**config.mk**
```make
export PLATFORM = sky130hd
export DESIGN_NAME = rata_a
export DESIGN_NICKNAME = d
export VERILOG_FILES = /design/src/rtl/rata_a_pkg.sv /design/src/rtl/rata_a_reset_timer.sv /design/src/rtl/rata_a.sv
export SDC_FILE = /design/constraint.sdc
export NUM_CORES = 1
export LEC_CHECK = 0
export BUFFER_PORTS_ARGS = -buffer_cell sky130_fd_sc_hd__buf_4
export CAP_MARGIN = 5
export CORE_AREA = 2 2 39 41
export CTS_BUF_LIST = sky130_fd_sc_hd__clkbuf_4 sky130_fd_sc_hd__clkbuf_8
export CTS_CLUSTER_SIZE = 25
export DETAILED_ROUTE_END_ITERATION = 16
export DIE_AREA = 0 0 41 43
export HOLD_SLACK_MARGIN = 0.06
export SYNTH_ARGS = -nofsm -noshare
export SYNTH_HDL_FRONTEND = slang
export SYNTH_HIERARCHICAL = 1
export SYNTH_SLANG_ARGS = --single-unit
```
**constraint.sdc**
```tcl
create_clock -name clk -period 1.6 [get_ports clk]
set_clock_uncertainty 0.2 [all_clocks]
set_input_delay 0.16 -clock clk [delete_from_list [all_inputs] [get_ports clk]]
set_output_delay 0.16 -clock clk [all_outputs]
set_load 0.01 [all_outputs]
```
**src/rtl/rata_a_pkg.sv**
```systemverilog
// Shared state encoding and default constants for the rata_a attestation monitor.
package rata_a_pkg;

  typedef enum logic [1:0] {
    NOT_MOD = 2'b00,
    MOD     = 2'b01,
    RESET   = 2'b10
  } state_e;

  localparam logic [31:0] RATA_A_RESET_VECTOR = 32'h0000_0000;

endpackage

```
**src/rtl/rata_a_reset_timer.sv**
```systemverilog
// Saturating hold counter for the RESET state; used by rata_a only when
// RATA_A_RESET_HOLD_EN is defined.
module rata_a_reset_timer #(
  parameter int unsigned MIN_CYCLES = 2
) (
  input  logic clk,
  input  logic rst,
  input  logic i_clr,
  input  logic i_en,
  output logic o_done
);

  localparam int unsigned CntW = (MIN_CYCLES > 0) ? $clog2(MIN_CYCLES + 1) : 1;

  logic [CntW-1:0] r_cnt;
  logic [CntW-1:0] w_cnt_inc;

  // o_done counts the current cycle too, so an exit edge sees MIN_CYCLES cycles in RESET.
  always_comb begin
    w_cnt_inc = (r_cnt >= CntW'(MIN_CYCLES)) ? r_cnt : r_cnt + 1'b1;
    o_done    = (w_cnt_inc >= CntW'(MIN_CYCLES));
  end

  always_ff @(posedge clk or posedge rst) begin
    if (rst) begin
      r_cnt <= '0;
    end else if (i_clr) begin
      r_cnt <= '0;
    end else if (i_en) begin
      r_cnt <= w_cnt_inc;
    end
  end

endmodule

```
**src/rtl/rata_a.sv**
```systemverilog
// RATA variant A monitor: grants setLMT after attested-region writes and forces reset on
// LMT-region write attempts. Optional minimum RESET hold via macro RATA_A_RESET_HOLD_EN.
module rata_a
  import rata_a_pkg::*;
#(
  parameter int unsigned         PC_WIDTH         = 32,
  parameter logic [PC_WIDTH-1:0] RESET_VECTOR     = PC_WIDTH'(RATA_A_RESET_VECTOR),
  parameter int unsigned         MIN_RESET_CYCLES = 2
) (
  input  logic                clk,
  input  logic                start_signal,
  input  logic                Mod_Mem_AR,
  input  logic                Mod_Mem_LMT,
  input  logic [PC_WIDTH-1:0] PC,
  output logic                setLMT,
  output logic                reset
);

  state_e current_state;
  state_e w_next_state;
  logic   w_hold_done;

`ifdef RATA_A_RESET_HOLD_EN
  // Clearing whenever outside RESET is equivalent to clearing on RESET entry.
  rata_a_reset_timer #(
    .MIN_CYCLES(MIN_RESET_CYCLES)
  ) u_reset_timer (
    .clk   (clk),
    .rst   (start_signal),
    .i_clr (current_state != RESET),
    .i_en  (current_state == RESET),
    .o_done(w_hold_done)
  );
`else
  assign w_hold_done = 1'b1;
`endif

  always_ff @(posedge clk or posedge start_signal) begin
    if (start_signal) begin
      current_state <= MOD;
    end else begin
      current_state <= w_next_state;
    end
  end

  always_comb begin
    w_next_state = RESET;
    case (current_state)
      NOT_MOD: begin
        if (Mod_Mem_LMT)     w_next_state = RESET;
        else if (Mod_Mem_AR) w_next_state = MOD;
        else                 w_next_state = NOT_MOD;
      end
      MOD: begin
        if (Mod_Mem_LMT)     w_next_state = RESET;
        else if (Mod_Mem_AR) w_next_state = MOD;
        else                 w_next_state = NOT_MOD;
      end
      RESET: begin
        if (Mod_Mem_LMT)                              w_next_state = RESET;
        else if ((PC == RESET_VECTOR) && w_hold_done) w_next_state = MOD;
        else                                          w_next_state = RESET;
      end
      default: w_next_state = RESET;
    endcase
  end

  always_comb begin
    setLMT = (current_state == MOD);
    reset  = (current_state == RESET);
  end

endmodule

```
**Word-level counts from Yosys, hierarchy flattened**

Cells that the tools add are included.

- Eq/ne operators: 2
- Muxes and demuxes: 5
- Reduce and logical (&&, ||, !) cells: 3

Operators by type and width:

| cell | number |
|---|---|
| $logic_not 32->1 | 1 |
| $mux 2 | 3 |
| $pmux 2 s2 | 1 |
| $eq 2x1->1 const B | 1 |
| $eq 2x2->1 const B | 1 |
| $logic_not 2->1 | 1 |
| $reduce_or 2->1 | 1 |
| $mux 1 | 1 |

- Register bits: 2
- Bits of input ports: 36

**Longest topological paths before layout**

- Word-level depth: 4
- Depth in mapped cells: 3

**Worst setup path before layout**

OpenSTA, ideal clock, no wires.

- Path type: register -> register
- Start: register current_state[1]
- End: register current_state[1]
- Setup time: 0.126 ns
- Data arrival time: 1.058 ns
- Required time: 1.274 ns
- Slack: 0.216 ns
- Cell stages (with the launch flop): 4
- Buffers on the path: 0
- Period minus slack after synthesis: 1.384 ns
- Cell sequence: dfrtp_1 > nor2b_1 > nand3_1 > o32a_1

- Elaborated cells on any way between the ends: 5
- Those cells by class: eq/ne (2); mux (1); reduce/logical (2)

RTL lines:

| element | line | source |
|---|---|---|
| start: declaration | rata_a.sv:19 | `state_e current_state;` |
| start signal: assignment | rata_a.sv:42 | `current_state <= w_next_state;` |
| $eq 2x2->1 | n/a |  |
| named net reset | rata_a.sv:16 | `output logic reset` |
| $pmux 2 s2 | rata_a.sv:48 | `case (current_state)` |
| named net w_next_state[1] | rata_a.sv:20 | `state_e w_next_state;` |

The timed path passes the listed nets, and every way through them passes these cells.

**Worst setup path after layout**

- Start: input Mod_Mem_AR
- End: register current_state[0]

- Longest elaborated chain between the ends: 3

RTL lines:

| element | line | source |
|---|---|---|
| start: declaration | rata_a.sv:12 | `input logic Mod_Mem_AR,` |
| $mux 1 | rata_a.sv:51, rata_a.sv:56 |  |
| $mux 2 | rata_a.sv:50 | `if (Mod_Mem_LMT) w_next_state = RESET;` |
| $pmux 2 s2 | rata_a.sv:48 |  |
| named net w_next_state[0] | rata_a.sv:20 |  |

The timed path passes the listed nets, and every way through them passes these cells.

==> qor.yml <==
setup_path:
  critPathCaptureType: "register"
  reg2reg_to: "current_state[0]$_DFF_PP1_"
  cp.arrival_ns: 1.48
  ff2ff_path_depth: 4
  r2r_start: "current_state[1]$_DFF_PP0_"
  cp_max_fo: 1
  rrSetupSlack_ns: 0.11
  startpoint: "Mod_Mem_AR"
  endpoint: "current_state[0]$_DFF_PP1_"
  worstPathRequired_ns: 1.55
  critPathLaunchType: "primary input"
  path_class: "primary input to register"
global_route:
  antenna_found_initial: 0
  grt_pass1_vias: 398
  overflow: 0
  grt_usage_pct: 12.1
  grt_pass1_wl_mm: 1.33
  grt_max_degree: 5
routing:
  met1_length_um: 242
  detail-route-antenna-nets: 0
  wl_um: 839
  wl_met3_um: 102
  drt-pass1-iter-count: 2
  drc: 0
  via_count: 359
  wl_per_cell_um: 10.1
  vias_per_cell: 4.33
  wl_met2_um: 493
  drtIter0Drc: 1
  routed.top_layer: "met3"
clock_network:
  cts.reportedPaths.clkPinSlew_ns: 0.03
  post_cts_buffers: 0
  clockRootBuffer: "clkbuf_4"
  cts_htree_levels: 1
  clock_sinks: 2
  clockBufferDepth: 2
  cts_hold_buf: 5
  cts_made_buffers: 3
  clock_latency_ns: 0.23
  cts_tree: "built"
sta:
  rsz0062_at_grt: "no"
  hold-worst-slack_ns: 0.0278
  relSlewSlack_pct: 82.6
  setup_violations: 0
  drv_slew: 0
  fmax_mhz: 652
  finalCritPeriodShare_pct: 95.9
  worst_pin_slew_ns: 0.259
  hold_viol: 0
  finalSetupTns_ns: 0
  fin_crit_ns: 1.53
yosys:
  synth_edf_count: 0
  synthFlopType: "dfstp_2"
  yosys-top-cells-area: "nor4_1, dfstp_2, dfrtp_1"
  synth-seq-cells: 2
  synthCells: 21
  synth_top_area_share_pct: 18.0
  ys_seq_area_share_pct: 29.5
  syn_area_um2: 174
  postSynth.asyncResetShare_pct: 100
  synth.net_count: 57
  yosys_warnings: 6
  syn_area_per_cell_um2: 8.28
  synth_area_leader_cell: "nor4_1"
  yosysMostFrequentCell: "nor4_1"
  synth_cell_types: 13
  synthTopCellsByCount: "nor4_1, nand3_1, nor2_1, nor2b_1, nor4_2"
place:
  place_congestion: 0.685
  dp_hpwl_um: 684
  io_buffers: 37
  place_inst: 74
cells_and_area:
  insertedDiodeCount: 0
  drive_gt1_share_pct: 65.7
  finalNetCount: 104
  fin_cells: 83
  fillers: 158
  top_regs: "current_state: 2 flops"
  syn_to_final_growth_pct: 217
  largest_register_ffs: 2
  regMostFlops: "current_state"
job:
  max-cap-violations: 0
power:
  p_per_area_nw_per_um2: 499
  power.total_w: 0.000275
  p_leak_nw: 0.253
  irDropWorstVdd_v: 0.000219
status:
  status: "completed"
worst_hold_path:
  min_path_type: "primary input to register"
die:
  core_area_um2: 1380
  die_h_um: 43
  die_w_um: 41
  start_util_pct: 12.6
  dieArea_um2: 1760
  rows: 14
  pin_count: 38
cells in the final DEF (no fill, tap or decap), drive strengths merged:
cell	n
dfstp	1
nand2	1
dlygate4sd3	5
buf	37
inv	1
nand4	1
clkbuf	4
nor2	2
o32a	1
nor2b	2
nand3	2
nor3	1
o31ai	1
dfrtp	1
nor4	7
power by group:
| group | internal, W | switching, W |
|---|---|---|
| registers | 0.0000510 | 0.0000000000000222 |
| logic | 0.0000633 | 0.0000187 |
| clock network | 0.000110 | 0.0000325 |
logic make-up (layout without fill, tap and decap cells):
family          Yosys count  count (layout)  share of synthesized area, %
compound gates            2               2                          10.1
simple gates             16              16                          58.3
flops                     2               2                          29.5
buf+inv                   1              47                          2.16
how the worst min path moves through the flow:
stage | startpoint | to | depth (start not counted)
floorplan | start_signal | current_state[1]$_DFF_PP0_ | 1
global placement | start_signal | current_state[1]$_DFF_PP0_ | 2
detailed placement | start_signal | current_state[1]$_DFF_PP0_ | 2
CTS | PC[2] | current_state[0]$_DFF_PP1_ | 4
global route | PC[5] | current_state[0]$_DFF_PP1_ | 4
finish | PC[31] | current_state[0]$_DFF_PP1_ | 4
metal layers:
metal | GRT usage, % | vias up
met5 | 0 | -
met4 | 12.0 | 0
met3 | 3.66 | 0
met2 | 21.6 | 25
met1 | 8.65 | 156
li1 | - | 178
worst max-delay path: stages:
cell	delay (ns)
dlygate4sd3_1	0.54
buf_4	0.13
nand2_1	0.04
dlygate4sd3_1	0.54
o31ai_1	0.07
final cells by class:
| type | count | area [um^2] | share of cell area, % |
|---|---|---|---|
| Timing Repair Buffer | 42 | 328 | 59.4 |
| Multi-Input combinational cell | 18 | 119 | 21.5 |
| Sequential cell | 2 | 51.3 | 9.30 |
| Clock buffer | 4 | 30.0 | 5.44 |
| Tap cell | 16 | 20.0 | 3.63 |
| Inverter | 1 | 3.75 | 0.680 |
what timing repair did:
action / CTS / global route
resized for setup: 0 / 0
hold endpoints to repair: 4 / 1
setup endpoints to repair: 0 / 1
metrics by stage:
step	cell area, um^2	setup WS [ns]	utilization, %
2_1_floorplan	174	0.216	-
3_3_place_gp	472	0.226	34.1
3_5_place_dp	472	0.198	34.1
4_1_cts	552	0.0328	39.9
5_1_grt	552	0.0258	39.9
6_report	552	0.0658	39.9
No activity file was read; power rests on OpenSTA's default activity.
